[src/rtl/fb_pkg.sv]
// Shared types, defaults and colour packing for the frame buffer write path.
package fb_pkg;

  localparam int H_SIZE_DEF     = 256;
  localparam int V_SIZE_DEF     = 240;
  localparam int ADDR_WIDTH_DEF = 16;
  localparam int DATA_WIDTH_DEF = 12;

  typedef enum logic [1:0] {
    IDLE      = 2'd0,
    ACTIVE    = 2'd1,
    LINE_WAIT = 2'd2,
    FRAME_END = 2'd3
  } fb_state_e;

  // RGB888 -> RGB444: keep the top nibble of each channel.
  function automatic logic [11:0] pack_rgb444(input logic [23:0] c);
    return {4'(c[23:16] >> 4), 4'(c[15:8] >> 4), 4'(c[7:0] >> 4)};
  endfunction

endpackage

[src/rtl/fb_if.sv]
// PPU pixel stream in, frame buffer write port and status out.
interface fb_if
  import fb_pkg::*;
#(
  parameter int ADDR_WIDTH = ADDR_WIDTH_DEF,
  parameter int DATA_WIDTH = DATA_WIDTH_DEF
);
  logic [23:0]           pixel_color;
  logic                  pixel_valid;
  logic                  vsync;
  logic                  hsync;
  logic                  wr_en;
  logic [ADDR_WIDTH:0]   wr_addr;
  logic [DATA_WIDTH-1:0] wr_data;
  logic                  rd_bank;
  logic                  frame_done;
  logic                  sync_err;

  // Pixel source / observer side.
  modport master (
    output pixel_color, pixel_valid, vsync, hsync,
    input  wr_en, wr_addr, wr_data, rd_bank, frame_done, sync_err
  );

  // Write controller side.
  modport slave (
    input  pixel_color, pixel_valid, vsync, hsync,
    output wr_en, wr_addr, wr_data, rd_bank, frame_done, sync_err
  );
endinterface

[src/rtl/fb_pixel_counter.sv]
// Pixel/line position tracking with a linear (y*H_SIZE+x) write address.
module fb_pixel_counter
  import fb_pkg::*;
#(
  parameter int H_SIZE     = H_SIZE_DEF,
  parameter int V_SIZE     = V_SIZE_DEF,
  parameter int ADDR_WIDTH = ADDR_WIDTH_DEF
) (
  input  logic                  clk,
  input  logic                  rst,
  input  logic                  clr,
  input  logic                  adv,
  input  logic                  inc,
  output logic [ADDR_WIDTH-1:0] lin_addr,
  output logic                  last_pixel,
  output logic                  last_line
);
  localparam int XW = $clog2(H_SIZE);
  localparam int YW = $clog2(V_SIZE);

  logic [XW-1:0]         x;
  logic [YW-1:0]         y;
  logic [ADDR_WIDTH-1:0] line_base;  // y*H_SIZE, kept as a running sum

  assign last_pixel = (x == XW'(H_SIZE - 1));
  assign last_line  = (y == YW'(V_SIZE - 1));

  // Line advance jumps to the next line start, so short lines leave a hole.
  // The last pixel of a line holds the counters, keeping lin_addr in range.
  always_ff @(posedge clk or negedge rst) begin
    if (!rst) begin
      x         <= '0;
      y         <= '0;
      lin_addr  <= '0;
      line_base <= '0;
    end else if (clr) begin
      x         <= '0;
      y         <= '0;
      lin_addr  <= '0;
      line_base <= '0;
    end else if (adv) begin
      x         <= '0;
      y         <= y + YW'(1);
      line_base <= line_base + ADDR_WIDTH'(H_SIZE);
      lin_addr  <= line_base + ADDR_WIDTH'(H_SIZE);
    end else if (inc && !last_pixel) begin
      x         <= x + XW'(1);
      lin_addr  <= lin_addr + ADDR_WIDTH'(1);
    end
  end

endmodule

[src/rtl/frame_buffer_write_ctrl.sv]
// Writes the PPU pixel stream into the back bank and swaps banks per frame.
module frame_buffer_write_ctrl
  import fb_pkg::*;
#(
  parameter int H_SIZE     = H_SIZE_DEF,
  parameter int V_SIZE     = V_SIZE_DEF,
  parameter int ADDR_WIDTH = ADDR_WIDTH_DEF,
  parameter int DATA_WIDTH = DATA_WIDTH_DEF
) (
  input logic  clk,
  input logic  rst,
  fb_if.slave  bus
);
  fb_state_e             state, state_nxt;
  logic                  clr, adv, inc;
  logic                  wr_nxt, err_nxt, done_nxt;
  logic                  last_pixel, last_line;
  logic [ADDR_WIDTH-1:0] lin_addr;

  logic                  wr_en_q, rd_bank_q, frame_done_q, sync_err_q;
  logic [ADDR_WIDTH:0]   wr_addr_q;
  logic [DATA_WIDTH-1:0] wr_data_q;

  fb_pixel_counter #(
    .H_SIZE     (H_SIZE),
    .V_SIZE     (V_SIZE),
    .ADDR_WIDTH (ADDR_WIDTH)
  ) u_cnt (
    .clk        (clk),
    .rst        (rst),
    .clr        (clr),
    .adv        (adv),
    .inc        (inc),
    .lin_addr   (lin_addr),
    .last_pixel (last_pixel),
    .last_line  (last_line)
  );

  // Next state and counter controls; vsync outranks hsync, syncs outrank pixels.
  always_comb begin
    state_nxt = state;
    clr       = 1'b0;
    adv       = 1'b0;
    inc       = 1'b0;
    wr_nxt    = 1'b0;
    err_nxt   = 1'b0;
    done_nxt  = 1'b0;
    case (state)
      IDLE: begin
        if (bus.vsync) begin
          state_nxt = ACTIVE;
          clr       = 1'b1;
        end
      end
      ACTIVE: begin
        if (bus.vsync) begin
          clr     = 1'b1;
          err_nxt = 1'b1;
        end else if (bus.hsync) begin
          // Short line; on the last line the frame is dropped without a swap.
          err_nxt = 1'b1;
          if (last_line) begin
            state_nxt = IDLE;
            clr       = 1'b1;
          end else begin
            adv = 1'b1;
          end
        end else if (bus.pixel_valid) begin
          inc    = 1'b1;
          wr_nxt = 1'b1;
          if (last_pixel) state_nxt = last_line ? FRAME_END : LINE_WAIT;
        end
      end
      LINE_WAIT: begin
        if (bus.vsync) begin
          state_nxt = ACTIVE;
          clr       = 1'b1;
          err_nxt   = 1'b1;
        end else if (bus.hsync) begin
          state_nxt = ACTIVE;
          adv       = 1'b1;
        end
      end
      FRAME_END: begin
        done_nxt  = 1'b1;
        state_nxt = bus.vsync ? ACTIVE : IDLE;
        clr       = bus.vsync;
      end
      default: state_nxt = IDLE;
    endcase
  end

  // State, registered write port and status pulses.
  always_ff @(posedge clk or negedge rst) begin
    if (!rst) begin
      state        <= IDLE;
      wr_en_q      <= 1'b0;
      wr_addr_q    <= '0;
      wr_data_q    <= '0;
      rd_bank_q    <= 1'b0;
      frame_done_q <= 1'b0;
      sync_err_q   <= 1'b0;
    end else begin
      state        <= state_nxt;
      wr_en_q      <= wr_nxt;
      frame_done_q <= done_nxt;
      sync_err_q   <= err_nxt;
      if (done_nxt) rd_bank_q <= ~rd_bank_q;
      if (wr_nxt) begin
        wr_addr_q <= {~rd_bank_q, lin_addr};
        wr_data_q <= DATA_WIDTH'(pack_rgb444(bus.pixel_color));
      end
    end
  end

  assign bus.wr_en      = wr_en_q;
  assign bus.wr_addr    = wr_addr_q;
  assign bus.wr_data    = wr_data_q;
  assign bus.rd_bank    = rd_bank_q;
  assign bus.frame_done = frame_done_q;
  assign bus.sync_err   = sync_err_q;

endmodule

[src/flat_wrapper.sv]
// flat-port wrapper written by rule: the top's interface ports become plain ports
module frame_buffer_write_ctrl_flat import fb_pkg::*;
#(
  parameter int H_SIZE     = H_SIZE_DEF,
  parameter int V_SIZE     = V_SIZE_DEF,
  parameter int ADDR_WIDTH = ADDR_WIDTH_DEF,
  parameter int DATA_WIDTH = DATA_WIDTH_DEF
)
  (clk, rst, bus_pixel_color, bus_pixel_valid, bus_vsync, bus_hsync, bus_wr_en, bus_wr_addr, bus_wr_data, bus_rd_bank, bus_frame_done, bus_sync_err);
  fb_if #(.ADDR_WIDTH(ADDR_WIDTH), .DATA_WIDTH(DATA_WIDTH)) bus_i ();
  input logic clk;
  input logic rst;
  input wire logic [$bits(bus_i.pixel_color)-1:0] bus_pixel_color;
  input wire logic [$bits(bus_i.pixel_valid)-1:0] bus_pixel_valid;
  input wire logic [$bits(bus_i.vsync)-1:0] bus_vsync;
  input wire logic [$bits(bus_i.hsync)-1:0] bus_hsync;
  output wire logic [$bits(bus_i.wr_en)-1:0] bus_wr_en;
  output wire logic [$bits(bus_i.wr_addr)-1:0] bus_wr_addr;
  output wire logic [$bits(bus_i.wr_data)-1:0] bus_wr_data;
  output wire logic [$bits(bus_i.rd_bank)-1:0] bus_rd_bank;
  output wire logic [$bits(bus_i.frame_done)-1:0] bus_frame_done;
  output wire logic [$bits(bus_i.sync_err)-1:0] bus_sync_err;
  assign bus_i.pixel_color = bus_pixel_color;
  assign bus_i.pixel_valid = bus_pixel_valid;
  assign bus_i.vsync = bus_vsync;
  assign bus_i.hsync = bus_hsync;
  assign bus_wr_en = bus_i.wr_en;
  assign bus_wr_addr = bus_i.wr_addr;
  assign bus_wr_data = bus_i.wr_data;
  assign bus_rd_bank = bus_i.rd_bank;
  assign bus_frame_done = bus_i.frame_done;
  assign bus_sync_err = bus_i.sync_err;
  frame_buffer_write_ctrl #(.H_SIZE(H_SIZE), .V_SIZE(V_SIZE), .ADDR_WIDTH(ADDR_WIDTH), .DATA_WIDTH(DATA_WIDTH)) u_core (.clk(clk), .rst(rst), .bus(bus_i));
endmodule
[config.mk]
export PLATFORM = sky130hd
export DESIGN_NAME = frame_buffer_write_ctrl_flat
export DESIGN_NICKNAME = d
export VERILOG_FILES = /design/src/rtl/fb_pkg.sv /design/src/rtl/fb_if.sv /design/src/rtl/fb_pixel_counter.sv /design/src/rtl/frame_buffer_write_ctrl.sv /design/src/flat_wrapper.sv
export SDC_FILE = /design/constraint.sdc
export NUM_CORES = 1
export LEC_CHECK = 0
export BUFFER_PORTS_ARGS = -buffer_cell sky130_fd_sc_hd__buf_4
export CORE_MARGIN = 2
export CORE_UTILIZATION = 55
export CTS_CLUSTER_SIZE = 10
export DETAILED_ROUTE_END_ITERATION = 7
export GPL_TIMING_DRIVEN = 0
export PLACE_DENSITY_LB_ADDON = 0.2
export SLEW_MARGIN = 20
export SYNTH_ARGS = -nofsm -noshare
export SYNTH_HDL_FRONTEND = slang
export SYNTH_SLANG_ARGS = --single-unit
[constraint.sdc]
create_clock -name clk -period 2.8 [get_ports clk]
set_input_delay 0.42 -clock clk [delete_from_list [all_inputs] [get_ports clk]]
set_output_delay 0.42 -clock clk [all_outputs]
set_load 0.005 [all_outputs]
---- Word level (Yosys, flattened, before mapping) ----
Index checks and enable logic that the tools add are counted.
storage, ports and cells
  flip-flop bits (word level) ............. 83
  input port bits ......................... 29
  output and inout port bits .............. 33
  logic and storage cells ................. 73
cells by class
  add/subtract/negate cells ............... 4
  equality and inequality tests ........... 11
  muxes and demuxes ....................... 39
  bitwise logic cells ..................... 1
  reductions and logical operators ........ 7
operators with widths
  operator                                                          number
  16-bit two-way mux                                                5
  8-bit two-way mux                                                 5
  1-bit two-way mux                                                 17
  16-bit by 1-bit adder with 16-bit output (second input constant)  1
  16-bit by 9-bit adder with 16-bit output (second input constant)  1
  8-bit by 1-bit adder with 8-bit output (second input constant)    2
  8-bit == test (second input constant)                             2
  2-bit two-way mux                                                 8
  3-bit != test (second input constant)                             3
  2-bit case mux with 4 select lines                                1
  6-bit AND reduction                                               1
  2-bit == test (second input constant)                             2
  2-bit != test (second input constant)                             2
  1-bit case mux with 2 select lines                                2
  3-bit by 2-bit != test with 1-bit output (second input constant)  1
  1-bit case mux with 3 select lines                                1
  3-bit nonzero test                                                1
  2-bit by 1-bit == test with 1-bit output (second input constant)  1
  2-bit zero test                                                   1
  2-bit nonzero test                                                1
  2-bit OR reduction                                                1
  1-bit logical AND                                                 1
  1-bit zero test                                                   1
  1-bit inverter                                                    1

---- Depth between registers and ports, before layout ----
  word-level depth ........................ 8
  gate-level depth with buffers ........... 9
  mapped depth without buffers ............ 7

---- Hierarchy ----
From an unflattened synthesis, not the netlist that was laid out.
unflattened totals
  cell total of the unflattened synthesis .. 343
  area, all modules ....................... 3743.6 um2
modules (own cells, without submodules)
  module                   times used  cells each  area an instance (um2)  sequential area each (um2)
  fb_pixel_counter         1           239         2234.6                  1001.0
  frame_buffer_write_ctrl  1           104         1508.9                  875.8

---- Least setup slack after synthesis ----
OpenSTA, ideal clock, no wires.
  kind .................................... flip-flop to flip-flop
  start point ............................. reg u_core.state[0]
  end point ............................... reg u_core.u_cnt.lin_addr[12]
  library setup time ...................... 140 ps
  arrival time ............................ 1757 ps
  required time ........................... 2660 ps
  path slack .............................. 903 ps
  stages on the path, launching flop included .. 9
  path buffers ............................ 2
  cell sequence ........................... dfrtp_1 -> inv_1 -> ha_1 -> or3_1 -> buf_2 -> a21o_1 -> buf_6 -> o22ai_1 -> a221oi_2
on the way
  longest elaborated chain between the ends .. 4
  elaborated cells on any way between the ends .. 12
  classes of those cells .................. 3 x eq/ne; 5 x mux; 4 x reduce/logical
RTL lines
  item                                                                              RTL line                        text
  from (decl)                                                                       frame_buffer_write_ctrl.sv:14   fb_state_e state, state_nxt;
  from (signal assigned)                                                            frame_buffer_write_ctrl.sv:104  state <= state_nxt;
  2-bit == test, or another cell as far along                                       frame_buffer_write_ctrl.sv:48   case (state)
  2-bit OR reduction (no source line), or another cell as far along                 -
  1-bit case mux with 3 select lines, or another cell as far along                  frame_buffer_write_ctrl.sv:48
  3-bit nonzero test (no source line) / 16-bit two-way mux (equally long branches)  -
  to (signal assigned)                                                              fb_pixel_counter.sv:45          lin_addr <= line_base + ADDR_WIDTH'(H_SIZE);
  to (signal assigned)                                                              fb_pixel_counter.sv:48          lin_addr <= lin_addr + ADDR_WIDTH'(1);
  to (decl)                                                                         fb_pixel_counter.sv:14          output logic [ADDR_WIDTH-1:0] lin_addr,
Several ways; a longest one is shown, not always the timed one.
A chain may end at the register's enable or synchronous reset.

---- Worst setup path in the final report ----
  start point ............................. reg u_core.state[1]
  end point ............................... reg u_core.u_cnt.x[4]
on the way
  longest elaborated chain between the ends .. 4
  elaborated cells on any way between the ends .. 12
  classes of those cells .................. 3 x eq/ne; 5 x mux; 4 x reduce/logical
RTL lines
  item                                                                             RTL line                       text
  2-bit == test, or another cell as far along                                      frame_buffer_write_ctrl.sv:48
  2-bit OR reduction (no source line), or another cell as far along                -
  1-bit case mux with 3 select lines, or another cell as far along                 frame_buffer_write_ctrl.sv:48
  3-bit nonzero test (no source line) / 8-bit two-way mux (equally long branches)  -
  to (signal assigned)                                                             fb_pixel_counter.sv:47         x <= x + XW'(1);
  to (decl)                                                                        fb_pixel_counter.sv:21         logic [XW-1:0] x;
Several ways; a longest one is shown, not always the timed one.

==> flow_summary.yaml <==
drt:
  wirelength_mm: 7.13
  vias: 2774
  drc: 0
  drtPass1Iterations: 4
  routedWlPerCell_um: 13.9
  first_iter_violations: 138
  ant_nets: 0
  avgViaCountPerCell: 5.43
yosys:
  syn_nets: 408
  synthTopCellsByArea: "dfrtp_1 53%, nand2_1 11%, xor2_1 7.4%"
  yosysTopAreaCell: "dfrtp_1"
  yosys.area_share.simple_pct: 21.8
  synthMuxAreaShare_pct: 1.44
  synthXorXnorAreaFrac_pct: 8.35
  synthCells: 370
  async_flop_share_pct: 100
  syn_area_um2: 3570
  synth.distinct_cells: 47
  synth_seq_cells: 75
  synthAdderAreaFrac_pct: 3.16
  synth.avg_cell_area_um2: 9.64
  yosys_warnings: 0
  synth_ff_type: "dfrtp_1"
  synth_compound_area_share_pct: 9.33
  synth_seq_area_share_pct: 52.6
  synth_top_family_by_area: "simple AND/OR/NAND/NOR gates"
  synth_top_area_share_pct: 52.6
  synth-edff-count: 0
power_and_ir_drop:
  vdd.ir_drop.worst_mv: 0.614
  leakage_nw: 2.14
  power_density_nw_per_um2: 698
  total_power_mw: 2.94
timing:
  finalClockSkew_ns: 0.0117
  rsz0062_at_grt: "false"
  finalHoldViolCount: 0
  fin_crit_ns: 2.19
  worst_pin_slew_ns: 0.924
  maxSlewViolCount: 0
  clock.fmax_mhz: 456
  tns_ns: 0
  fin_crit_sh_pct: 78.4
  hold_ws_ns: 0.183
  maxSlewHeadroom_pct: 38.4
  timing.final.ws_setup_ns: 0.605
  setup_viol: 0
clock_network:
  cts_buffers: 9
  clockBufferDepth: 2
  cts_tree: "done"
  post_cts_resized: 0
  clk_latency_ns: 0.36
  ctsHoldBuffers: 0
  clock-sinks: 75
  root_buffer: "clkbuf_8"
  clk_pin_slew_ns: 0.08
  htreeDepth: 3
  cts_setup_buffers: 0
finish:
  area_growth_pct: 18.2
  layout_commonest_cell: "nand2_1"
  nFillCells: 506
  antenna-diode-count: 0
  finalNetCount: 467
  post-route-util_pct: 66.8
  layout_common_cells: "100 x nand2_1, 75 x dfrtp_1, 51 x buf_4"
  drive_gt1_share_pct: 18.4
run:
  cap_violations: 0
worst_setup_path:
  required_ns: 3.04
  end_kind: "register"
  critical_path.max_fanout: 10
  crit_type: "register to register"
  start_kind: "register"
  cp.arrival_ns: 2.44
place:
  gp_congestion: 0.825
  port_buffers: 48
  pre_cts_ws_ns: 0.665
  hpwlAfterDp_mm: 4.90
die:
  fp.dieH_um: 84.6
  start_util_pct: 56.5
  top_level_ports: 62
  die_width_um: 84.6
  coreArea_um2: 6310
  fp.dieArea_um2: 7150
  num_rows: 29
grt:
  grt_max_degree: 76
  grt_pass1_wl_mm: 12.1
  grt_pass1_vias: 2699
  track_usage_pct: 21.2
  antenna_found_initial: 0
  gr-total-overflow: 0
run_status:
  status: "complete, no violations"
min_path:
  hp-class: "input port to async pin"
-- cell families after synthesis --
kind of cell    count (synthesis)
simple gates                  176
flops                          75
compound gates                 48
xor+xnor                       34
buf+inv                        23
fa+ha+maj                       9
mux                             5
-- power by group --
part           internal (mW)  leakage, nW  total [mW]  switching (mW)
Combinational          0.368         1.03       0.730           0.362
Clock                  0.412       0.0927       0.823           0.412
Sequential              1.27         1.02        1.39           0.122
Total                   2.05         2.14        2.94           0.896
-- worst paths after layout --
path | from | endpoint | slack (ns) | cells past startpoint
setup / recovery | u_core.state[1]$_DFFE_PN0P_ | u_core.u_cnt.x[4]$_DFFE_PN0P_ | 0.61 | 9
setup reg to reg | u_core.state[1]$_DFFE_PN0P_ | u_core.u_cnt.x[4]$_DFFE_PN0P_ | 0.61 | 9
max in group asynchronous | rst | u_core.u_cnt.line_base[15]$_DFFE_PN0P_ | 1.99 | 1
min in group clk | bus_pixel_color[23] | u_core.bus.wr_data[11]$_DFFE_PN0N_ | 0.24 | 3
hold reg to reg | u_core.bus.wr_data[9]$_DFFE_PN0N_ | u_core.bus.wr_data[9]$_DFFE_PN0N_ | 0.48 | 2
hold / removal | rst | u_core.bus.wr_data[1]$_DFFE_PN0N_ | 0.18 | 1
-- registers in the layout, summed over array words and instances, names as in the netlist, 2 cells and up --
signal / flops
u_core.bus.wr_addr: 17
u_core.bus.wr_data: 12
u_core.state: 2
u_core.u_cnt.lin_addr: 16
u_core.u_cnt.line_base: 8
u_core.u_cnt.x: 8
u_core.u_cnt.y: 8
-- cell usage after synthesis (2+ instances only) --
master,number
a211oi_4,2
a21o_1,3
a21oi_1,13
a22o_1,2
and3_1,6
and4_1,2
buf_2,4
buf_4,3
buf_6,2
clkbuf_1,6
dfrtp_1,75
ha_1,9
inv_1,7
mux2i_1,4
nand2_1,100
nand3_1,16
nand4_1,8
nor2_1,31
nor3_1,2
o211ai_1,2
o21ai_0,13
o22ai_1,2
or3_1,2
xnor2_1,4
xor2_1,30
-- critical path, cell delays in order, from the launching register on --
cell	delay, ns
dfrtp_1	0.42
inv_1	0.11
ha_1	0.30
nand4bb_1	0.13
buf_2	0.22
a21oi_1	0.34
buf_4	0.26
nand2_1	0.08
xor2_1	0.15
nor2_1	0.06
-- final cells by class --
type	instances	area, um2	share of cell area, %
repair buffers	48	360	8.55
plain buffers	15	87.6	2.08
inverters	8	30.0	0.712
multi-input cells	272	1570	37.3
flip-flops and latches	75	1880	44.5
clock buffers	10	128	3.03
well taps	77	96.3	2.28
clock inverters	6	63.8	1.51
-- metrics by stage --
| step | instances | instance area, um2 |
|---|---|---|
| after floorplan | 370 | 3570 |
| after global placement | 495 | 4030 |
| after detailed placement | 495 | 4030 |
| after CTS | 511 | 4220 |
| after global routing | 511 | 4220 |
| final | 511 | 4220 |
-- per-layer routing --
metal	track usage, %	part of all wire [%]
met1	27.7	45
met2	34.4	48
met3	5.80	5.6
met4	7.36	1.6
met5	0	0
No activity file was read; power rests on OpenSTA's default activity.
